===== src/rtl/fft_reorder_ctrl.sv =====
// -----------------------------------------------------------------------------
// fft_reorder_ctrl
//
// Sequencer for the complex sample buffer that sits between the FFT and the
// demapper. The buffer has a single write port and a registered read port
// that share one write enable. This block writes one OFDM symbol into the
// buffer in natural order. It then reads the symbol back in bit-reversed
// address order, so the FFT output leaves in natural frequency order.
//
// The block drives all buffer control and both handshakes. Sample data goes
// straight through the buffer, so no data bits pass through this module.
// Filling and draining never overlap because the buffer has only one write
// enable. A symbol therefore takes at least N input cycles plus N+1 output
// cycles.
//
// Parameters:
//   N      symbol length and buffer depth (power of two)
//   LOG2N  address width, must equal log2(N)
//   CP     cyclic-prefix length; has an effect only when CP_STRIP_EN is defined
//
// Ports:
//   clk        clock
//   rst_n      asynchronous reset, active-HIGH despite the name
//   in_valid   upstream sample valid
//   in_ready   a sample is accepted this cycle (high only while filling)
//   out_valid  the buffer read register holds a valid reordered sample
//   out_ready  downstream accepts the current sample
//   out_last   the current output is the final sample of the symbol
//   out_index  natural-order index of the current output sample
//   mem_we     buffer write enable
//   mem_addra  buffer write address
//   mem_addrb  buffer read address
//   sym_done   one-cycle pulse after the last sample is accepted downstream
//
// Optional feature (compile-time macro CP_STRIP_EN):
//   When defined, each symbol starts with CP samples. The block accepts them
//   but does not write them, then writes the next N samples as usual.
//   When undefined, every accepted sample is written and CP has no effect.
// -----------------------------------------------------------------------------
module fft_reorder_ctrl #(
  parameter int N     = 64,
  parameter int LOG2N = 6,
  parameter int CP    = 16
) (
  input  logic             clk,
  input  logic             rst_n,
  input  logic             in_valid,
  output logic             in_ready,
  output logic             out_valid,
  input  logic             out_ready,
  output logic             out_last,
  output logic [LOG2N-1:0] out_index,
  output logic             mem_we,
  output logic [LOG2N-1:0] mem_addra,
  output logic [LOG2N-1:0] mem_addrb,
  output logic             sym_done
);

  typedef enum logic {
    FILL  = 1'b0,
    DRAIN = 1'b1
  } state_t;

  localparam logic [LOG2N-1:0] WR_LAST = LOG2N'(N - 1);
  localparam logic [LOG2N:0]   RD_LAST = (LOG2N + 1)'(N - 1);

  state_t           state;
  logic [LOG2N-1:0] wr_cnt;
  // rd_cnt has one extra bit so it can hold the value N, which means the
  // whole symbol has been issued.
  logic [LOG2N:0]   rd_cnt;
  logic [LOG2N-1:0] held_addr;

  logic             in_hs;
  logic             cp_phase;
  logic             issue;
  logic             done_hs;
  logic [LOG2N-1:0] rd_addr;

  // Reverses the bit order of an address.
  function automatic logic [LOG2N-1:0] bitrev(input logic [LOG2N-1:0] a);
    logic [LOG2N-1:0] r;
    for (int i = 0; i < LOG2N; i++) begin
      r[i] = a[LOG2N-1-i];
    end
    return r;
  endfunction

`ifdef CP_STRIP_EN
  localparam int CP_W = (CP > 1) ? $clog2(CP + 1) : 1;
  logic [CP_W-1:0] cp_cnt;

  // Prefix samples are accepted but not written.
  assign cp_phase = (cp_cnt < CP_W'(CP));
`else
  logic unused_cp;

  assign cp_phase  = 1'b0;
  assign unused_cp = (CP < 0);
`endif

  assign in_ready  = (state == FILL);
  assign in_hs     = in_valid & in_ready;
  assign mem_we    = in_hs & ~cp_phase;
  assign mem_addra = wr_cnt;

  // A new read is issued when samples remain and the output register is
  // either empty or being emptied this cycle.
  assign rd_addr = bitrev(rd_cnt[LOG2N-1:0]);
  assign issue   = (state == DRAIN) & ~rd_cnt[LOG2N] & (~out_valid | out_ready);
  assign done_hs = out_valid & out_ready & out_last;

  // During a stall the held address is read again, so the read register
  // reloads the same word and the output data stays stable.
  assign mem_addrb = issue ? rd_addr : held_addr;

  always_ff @(posedge clk or posedge rst_n) begin
    if (rst_n) begin
      state     <= FILL;
      wr_cnt    <= '0;
      rd_cnt    <= '0;
      held_addr <= '0;
      out_valid <= 1'b0;
      out_last  <= 1'b0;
      out_index <= '0;
      sym_done  <= 1'b0;
`ifdef CP_STRIP_EN
      cp_cnt    <= '0;
`endif
    end else begin
      sym_done <= 1'b0;
      case (state)
        FILL: begin
`ifdef CP_STRIP_EN
          if (in_hs && cp_phase) begin
            cp_cnt <= cp_cnt + 1'b1;
          end
`endif
          if (mem_we) begin
            // wr_cnt wraps to 0 on the final write.
            wr_cnt <= wr_cnt + 1'b1;
            if (wr_cnt == WR_LAST) begin
              state <= DRAIN;
            end
          end
        end

        DRAIN: begin
          if (issue) begin
            out_valid <= 1'b1;
            out_index <= rd_addr;
            held_addr <= rd_addr;
            out_last  <= (rd_cnt == RD_LAST);
            rd_cnt    <= rd_cnt + 1'b1;
          end else if (done_hs) begin
            // The last sample has left. The next symbol can start filling
            // on the following cycle.
            out_valid <= 1'b0;
            out_last  <= 1'b0;
            sym_done  <= 1'b1;
            rd_cnt    <= '0;
            state     <= FILL;
`ifdef CP_STRIP_EN
            cp_cnt    <= '0;
`endif
          end
        end

        default: begin
          state <= FILL;
        end
      endcase
    end
  end

endmodule


===== config.mk =====
export PLATFORM = sky130hd
export DESIGN_NAME = fft_reorder_ctrl
export DESIGN_NICKNAME = d
export VERILOG_FILES = /design/src/rtl/fft_reorder_ctrl.sv
export SDC_FILE = /design/constraint.sdc
export NUM_CORES = 1
export LEC_CHECK = 0
export BUFFER_PORTS_ARGS = -buffer_cell sky130_fd_sc_hd__buf_2
export CORE_UTILIZATION = 52
export CTS_CLUSTER_DIAMETER = 120
export DETAILED_ROUTE_END_ITERATION = 12
export PLACE_DENSITY = 0.77
export SKIP_CTS_REPAIR_TIMING = 1
export SYNTH_ARGS = -nofsm -noshare
export SYNTH_HDL_FRONTEND = slang
export SYNTH_SLANG_ARGS = --single-unit
export TNS_END_PERCENT = 1

===== constraint.sdc =====
create_clock -name clk -period 1.8 [get_ports clk]
set_input_delay 0.36 -clock clk [delete_from_list [all_inputs] [get_ports clk]]
set_output_delay 0.36 -clock clk [all_outputs]
set_load 0.05 [all_outputs]

==> results_dict.tcl, run 1 <==
set metrics [dict create \
    hp-class "input port to asynchronous set/reset pin" \
    ys_seq_area_share_pct 59.5 \
    num_rows 17 \
    gp_congestion 0.812 \
    htreeDepth 2 \
    pin_count 27 \
    die_x_um 50.4 \
    cp-end-kind "output port" \
    timing.final.hold_violations 5 \
    whs_ns -0.00692 \
    synth_cells 119 \
    initial_utilization_pct 55.1 \
    ff2ff_path_depth 5 \
    cts.sinks 29 \
    grt_pass1_vias 874 \
    drt-vias-per-instance 5.35 \
    avgSynthCellArea_um2 10.3 \
    fin_skew_ns 0.0112 \
    rsz0062_at_grt "true" \
    criticalPathCategory "flop to output port" \
    fin_crit_ns 1.85 \
    dieHeight_um 50.4 \
    finalCoreUtilization_pct 74.3 \
    worstReg2RegStart "rd_cnt[6]" \
    diodes 0 \
    layout_commonest_cell "dfrtp_1" \
    final_layout_size_suffix_gt1_share_pct 44.1 \
    crit_top_cell "nand2_2" \
    maxSlewViolCount 0 \
    synthesis.area_mm2 0.00122 \
    ys.flop_type "dfrtp_1" \
    max_freq_ghz 0.541 \
    synth_nets 125 \
    critPathLaunchType "flop" \
    hpwl_um 1670 \
    p_leak_nw 0.918 \
    ir_worst_vdd_mv 1.13 \
    track_usage_pct 21.2 \
    worst_path_largest_cell_delay_ns 0.38 \
    fin_crit_sh_pct 103 \
    cts_tree "yes" \
    place_worst_setup_slack_ns 0.0662 \
    crit_fanout 8 \
    area_growth_pct 34.7 \
    rr_endpoint "rd_cnt[5]" \
    setup_tns_ns -0.197 \
    worstSkewPairLatency_ns 0.33 \
    antenna_found_initial 0 \
    crit_family "simple AND/OR/NAND/NOR gates" \
    clkTransAtPathRegs_ns 0.09 \
    first_iter_violations 21 \
    final_cell_mix "dfrtp_1 (28), nand2_1 (26), buf_2 (19)" \
    synth_edf_count 0 \
    grt-ovfl-total 0 \
    violations "hold timing, setup timing" \
    status "finished, violations left" \
    cts_buffers 5 \
    cap_violations 0 \
    grt_pass1_wl_um 3790 \
    io_buffers 26 \
    critPathSlowestCell "dfrtp_1" \
    cp.arrival_ns 1.49 \
    yosysUniqueCellTypes 25 \
    critPathRequiredTime_ns 1.44 \
    cts_buffer_depth 2 \
    first_pass_iters 4 \
    finalWorstSetupSlack_ns -0.0470 \
    cp-endpoint "mem_addrb[2]" \
    worst-path-stages 5 \
    async_reset_ff_share_pct 100 \
    route.detailed.drc 0 \
    worst_slew_pin_slew_ns 0.403 \
    layout.nets 166 \
    grt_max_degree 19 \
    startpoint "rd_cnt[6]" \
    die_area_mm2 0.00254 \
    drt.antenna.violating_nets 0 \
    slew-limit-headroom_pct 73.1 \
    wire_per_inst_um 13.3 \
    r2r_setup_slack_ns 0.23 \
    cts_root_buffer "clkbuf_4" \
    wl_um 2520 \
    setup_viol 6 \
    power_density_mw_per_mm2 1210 \
    path_buf_inv 1 \
    coreArea_mm2 0.00221 \
    yosys_warnings 0 \
    path_cells "and2b_4, and2_4, nand2_2, nand2_2, buf_8" \
    synth_seq_cells 29 \
    vias 1012 \
]
-- layout make-up --
type / instances / area (um2)
fillers: 165 / 569
multi-input cells: 83 / 536
flip-flops and latches: 29 / 727
well taps: 28 / 35.0
repair buffers: 36 / 256
inverters: 5 / 18.8
clock buffers: 7 / 65.1
clock inverters: 1 / 5.00
-- power by group --
group | switching, W | total (W) | internal (W) | leakage (nW)
clock | 0.000218 | 0.000444 | 0.000226 | 0.0413
combinational | 0.000489 | 0.000711 | 0.000221 | 0.489
sequential | 0.0000954 | 0.000841 | 0.000746 | 0.387
total | 0.000803 | 0.00200 | 0.00119 | 0.918
-- synth_stat cells, types with 2 or more instances --
library cell | number | area share (%)
a32o_1 | 3 | 2.5
and3_1 | 2 | 1.0
clkbuf_1 | 3 | 0.92
dfrtp_1 | 29 | 59
ha_1 | 2 | 2.1
inv_1 | 5 | 1.5
mux2_2 | 2 | 1.8
nand2_1 | 43 | 13
nand3_1 | 6 | 2.5
nor2_1 | 4 | 1.2
o211ai_1 | 2 | 1.2
o31ai_1 | 2 | 1.2
xnor2_1 | 2 | 1.4
xor2_1 | 3 | 2.2
-- stage by stage --
step	area, um2	hold slack [ns]	cells	total power [W]
floorplan	1220	0.438	119	0.00134
global placement	1420	0.359	175	0.00148
detailed placement	1420	0.370	175	0.00151
CTS	1490	0.0164	183	0.00195
global route	1640	0.0222	189	0.00210
finish	1640	-0.00692	189	0.00200
-- worst reg2reg max path: stages, from the launching register on --
cell and delay, ns:
dfrtp_1 0.38, and2b_4 0.25, buf_6 0.13, nand2_8 0.09
or4_4 0.48, mux2i_1 0.13
-- how the worst min path moves through the flow --
stage,cells past startpoint,endpoint
global placement,2,mem_addra[3]
floorplan,1,held_addr[0]
CTS,2,rd_cnt[5]
finish,2,out_last
detailed placement,2,mem_addra[3]
global route,2,mem_addra[3]
-- registers in the layout, summed over array words and instances (netlist names) --
signal and flops:
sym_done 1, state 1, mem_addra 6, out_valid 1
rd_cnt 7, held_addr 6, out_index 6, out_last 1
-- cell families after synthesis --
family	after synthesis	share of synthesized area (%)
AO/OA/AOI/OAI	9	6.05
buffers and inverters	8	2.46
flip-flops	29	59.5
XOR/XNOR	5	3.59
multiplexers	3	2.67
AND/OR/NAND/NOR	63	23.7
adder cells (fa/ha/maj)	2	2.05
-- per-layer routing --
metal | wire length (um) | GRT usage (%)
met4 | 65 | 11.1
met5 | 0 | 0
met3 | 129 | 8.18
met2 | 1260 | 33.6
met1 | 1060 | 24.8
(Power assumes the default switching activity.)
==> inputs of run 2 (changes only) <==
--- a/config.mk
+++ b/config.mk
@@ -9,6 +9,7 @@
 export CORE_UTILIZATION = 52
 export CTS_CLUSTER_DIAMETER = 120
 export DETAILED_ROUTE_END_ITERATION = 12
+export GPL_TIMING_DRIVEN = 0
 export PLACE_DENSITY = 0.77
 export SKIP_CTS_REPAIR_TIMING = 1
 export SYNTH_ARGS = -nofsm -noshare
==> run 2 against run 1 <==
Against the previous run:
- the run ends with setup timing left
- utilization shrank 4.6 points
- via count decreased by 4.7%
- die area stayed put
- critical path type unchanged
- highest routed layer unchanged
==> results_dict.tcl, run 2 (synthesis results as in run 1) <==
set metrics [dict create \
    finalPower_w 0.00189 \
    finalCoreUtilization_pct 69.6 \
    grt_pass1_wl_um 3700 \
    diodes 0 \
    violations "setup timing" \
    first_iter_violations 11 \
    cp-endpoint "mem_addrb[0]" \
    setup_viol 6 \
    layout_commonest_cell "nand2_1" \
    r2r_setup_slack_ns 0.22 \
    rr_endpoint "rd_cnt[5]" \
    cp-end-kind "output port" \
    hpwl_um 1580 \
    layout.nets 158 \
    worstReg2RegStart "rd_cnt[6]" \
    drt.antenna.violating_nets 0 \
    fin_crit_sh_pct 110 \
    p_leak_nw 0.863 \
    route.detailed.drc 0 \
    antenna_found_initial 0 \
    ir_worst_vdd_mv 1.02 \
    cts_buffers 5 \
    grt_max_degree 30 \
    timing.final.hold_violations 0 \
    rsz0062_at_grt "true" \
    startpoint "rd_cnt[6]" \
    worst_slew_pin_slew_ns 1.05 \
    cp.arrival_ns 1.61 \
    place_inst 173 \
    finalNonFillerCells 180 \
    cap_violations 0 \
    crit_fanout 8 \
    first_pass_iters 4 \
    cts_root_buffer "clkbuf_4" \
    clkTransAtPathRegs_ns 0.08 \
    gp_congestion 0.770 \
    die_x_um 50.4 \
    hp-class "input port to asynchronous set/reset pin" \
    whs_ns 0.284 \
    ff2ff_path_depth 4 \
    n_fill_cell 180 \
    critPathLaunchType "flop" \
    critPathRequiredTime_ns 1.44 \
    coreArea_mm2 0.00221 \
    grt_pass1_vias 880 \
    criticalPathCategory "flop to output port" \
    cts.sinks 29 \
    initial_utilization_pct 55.1 \
    worstSkewPairLatency_ns 0.32 \
    wl_um 2200 \
    grt-ovfl-total 0 \
    fin_crit_ns 1.97 \
    maxSlewViolCount 0 \
    io_buffers 26 \
    power_density_mw_per_mm2 1230 \
    finalWorstSetupSlack_ns -0.171 \
    dieHeight_um 50.4 \
    area_growth_pct 26.3 \
    cts_tree "yes" \
    max_freq_ghz 0.507 \
    wire_per_inst_um 12.2 \
    cts_buffer_depth 2 \
    final_cell_mix "nand2_1 (32), dfrtp_1 (27), buf_2 (19)" \
    num_rows 17 \
    top_register "rd_cnt" \
    slew-limit-headroom_pct 29.9 \
    largest_reg_flops 7 \
    final_layout_size_suffix_gt1_share_pct 36.2 \
    fin_skew_ns 0.00273 \
    drt-vias-per-instance 5.36 \
    vias 964 \
    pin_count 27 \
    htreeDepth 2 \
    track_usage_pct 21.4 \
    die_area_mm2 0.00254 \
    status "finished, violations left" \
]
-- run 2: cell types whose count changed in the layout (fill, tap and decap cells not counted), moves of 2 or more --
| cell | previous run | this run |
|---|---|---|
| buf_4 | 10 | 2 |
| buf_6 | 5 | 3 |
| nand2_2 | 17 | 11 |
| nand2_1 | 26 | 32 |
| buf_8 | 2 | 4 |
-- run 2: critical path: stages (launching register included) --
cell	delay, ns
dfrtp_1	0.43
and2b_4	0.30
and2_4	0.22
nand2_1	0.11
nand2_2	0.08
buf_6	0.15
-- run 2: how the worst min path moves through the flow --
stage and endpoint:
4_1_cts mem_addra[3], 5_1_grt out_last, 6_report held_addr[5], 3_3_place_gp held_addr[5], 2_1_floorplan held_addr[0], 3_5_place_dp out_index[4]
-- run 2: layer usage --
metal	track usage (%)	share of wire (%)
met5	0	0
met4	18.1	4.2
met3	8.18	4.7
met2	34.2	49
met1	21.7	42
-- run 2: cell type report --
class	instances	area [um2]	share of cell area, %
multi-input cells	82	494	32.1
inverters	5	18.8	1.22
well taps	28	35.0	2.27
plain buffers	2	20.0	1.30
clock buffers	7	55.1	3.57
flip-flops and latches	29	728	47.3
repair buffers	27	189	12.3
-- run 2: metrics by stage --
stage / instance area (um2) / setup WS (ns) / setup TNS [ns]
after global routing: 1540 / -0.243 / -1.32
after floorplan: 1220 / -0.0577 / -0.229
after global placement: 1390 / -0.167 / -0.855
after detailed placement: 1390 / -0.203 / -1.10
after CTS: 1440 / -0.544 / -3.32
final: 1540 / -0.171 / -0.887
-- run 2: power by group --
part           leakage, nW  total, W  switching [W]  internal [W]
Combinational        0.446  0.000653       0.000457      0.000195
Clock               0.0314  0.000390       0.000206      0.000184
Sequential           0.386  0.000850       0.000103      0.000747
==> inputs of run 3 (changes only) <==
--- a/config.mk
+++ b/config.mk
@@ -6,6 +6,7 @@
 export NUM_CORES = 1
 export LEC_CHECK = 0
 export BUFFER_PORTS_ARGS = -buffer_cell sky130_fd_sc_hd__buf_2
+export CORE_ASPECT_RATIO = 1.2
 export CORE_UTILIZATION = 52
 export CTS_CLUSTER_DIAMETER = 120
 export DETAILED_ROUTE_END_ITERATION = 12
==> run 3 against run 2 <==
Against the previous run:
- the run still ends with setup timing left
- first-iteration DRC count unchanged
- routed wire length decreased by 2.6%
- sequential share of layout area up 1.5 points
- critical endpoint is now mem_addrb[5]
- largest power group unchanged
==> results_dict.tcl, run 3 (synthesis results as in run 1) <==
set metrics [dict create \
    status "finished, violations left" \
    violations "setup timing" \
    wl_um 2140 \
    vias 892 \
    drt.antenna.violating_nets 0 \
    first_pass_iters 4 \
    drt-vias-per-instance 4.90 \
    gp_congestion 0.762 \
    cap_violations 0 \
    layout_commonest_cell "nand2_1" \
    largest_reg_flops 7 \
    crit_fanout 10 \
    antenna_found_initial 0 \
    route.detailed.drc 0 \
    cts_buffers 5 \
    initial_utilization_pct 57.0 \
    setup_viol 6 \
    top_register "rd_cnt" \
    timing.final.hold_violations 0 \
    finalCoreUtilization_pct 69.7 \
    rr_endpoint "rd_cnt[5]" \
    startpoint "rd_cnt[6]" \
    worstReg2RegStart "rd_cnt[6]" \
    cts_buffer_depth 2 \
    max_freq_ghz 0.509 \
    wire_per_inst_um 11.8 \
    first_iter_violations 11 \
    criticalPathCategory "flop to output port" \
    grt_max_degree 30 \
    design_area_mm2 0.00149 \
    track_usage_pct 20.8 \
    rsz0062_at_grt "true" \
    layout.nets 157 \
    clkTransAtPathRegs_ns 0.09 \
    grt_pass1_vias 871 \
    r2r_setup_slack_ns 0.23 \
    n_fill_cell 173 \
    io_buffers 26 \
    diodes 0 \
    pin_count 27 \
    power_density_mw_per_mm2 1240 \
    p_leak_nw 0.849 \
    critPathRequiredTime_ns 1.44 \
    cp.arrival_ns 1.60 \
    dieHeight_um 55.1 \
    final_layout_size_suffix_gt1_share_pct 29.6 \
    grt_pass1_wl_um 3620 \
    maxSlewViolCount 0 \
    htreeDepth 2 \
    cp-endpoint "mem_addrb[5]" \
    critPathLaunchType "flop" \
    fin_crit_sh_pct 109 \
    cts.sinks 29 \
    hpwl_um 1570 \
    ff2ff_path_depth 4 \
    die_x_um 46.2 \
    coreArea_mm2 0.00214 \
    cts_tree "yes" \
    area_growth_pct 22.3 \
    hp-class "input port to asynchronous set/reset pin" \
    num_rows 18 \
    finalWorstSetupSlack_ns -0.164 \
    setup_tns_ns -0.930 \
    worst_slew_pin_slew_ns 1.05 \
    slew-limit-headroom_pct 29.7 \
    placed_area_mm2 0.00139 \
    final_cell_mix "nand2_1 (42), dfrtp_1 (27), buf_2 (19)" \
    cts_root_buffer "clkbuf_4" \
    worstSkewPairLatency_ns 0.32 \
    fin_crit_ns 1.96 \
    grt-ovfl-total 0 \
    cp-end-kind "output port" \
    die_area_mm2 0.00254 \
    ir_worst_vdd_mv 1.06 \
    fin_skew_ns 0.0104 \
]
-- run 3: report_power, final --
group | switching, W | internal, W | leakage (nW) | total (W)
Combinational | 0.000449 | 0.000188 | 0.432 | 0.000637
Clock | 0.000215 | 0.000148 | 0.0320 | 0.000363
Sequential | 0.000100 | 0.000747 | 0.386 | 0.000847
Total | 0.000764 | 0.00108 | 0.849 | 0.00185
-- run 3: worst min-delay path by stage --
stage	endpoint	slack, ns	depth (start not counted)
after CTS	rd_cnt[4]	0.32	2
after floorplan	held_addr[0]	0.44	1
after global placement	held_addr[1]	0.45	2
final	out_index[4]	0.29	2
after detailed placement	out_index[0]	0.46	2
after global routing	rd_cnt[6]	0.37	2
-- run 3: final cells by class --
type / instances / area [um2] / share of cell area (%)
buffer: 2 / 16.3 / 1.09
clock buffer: 6 / 41.3 / 2.77
clock inverter: 2 / 10.0 / 0.671
inverter: 5 / 18.8 / 1.26
multi-input combinational: 82 / 469 / 31.5
sequential: 29 / 728 / 48.8
tap: 30 / 37.5 / 2.52
timing repair buffer: 26 / 170 / 11.4
-- run 3: metal layers --
metal | track usage, % | share of wire [%]
met1 | 24.5 | 44
met4 | 10.3 | 0.51
met3 | 6.82 | 3.6
met2 | 33.8 | 52
met5 | 0 | 0
-- run 3: stage by stage --
step,setup slack (ns),total power [W],hold WS (ns),cells
final,-0.164,0.00185,0.288,182
after global placement,-0.149,0.00147,0.452,175
after global routing,-0.280,0.00196,0.366,182
after CTS,-0.513,0.00186,0.324,183
after detailed placement,-0.182,0.00149,0.458,175
after floorplan,-0.0577,0.00134,0.438,119
-- run 3: critical path, cell delays in order, from the launching register on --
cell and delay [ns]:
dfrtp_1 0.43, and2b_4 0.30, nand2_4 0.09, buf_6 0.15, nand2_1 0.09, nand2_1 0.07, buf_6 0.15
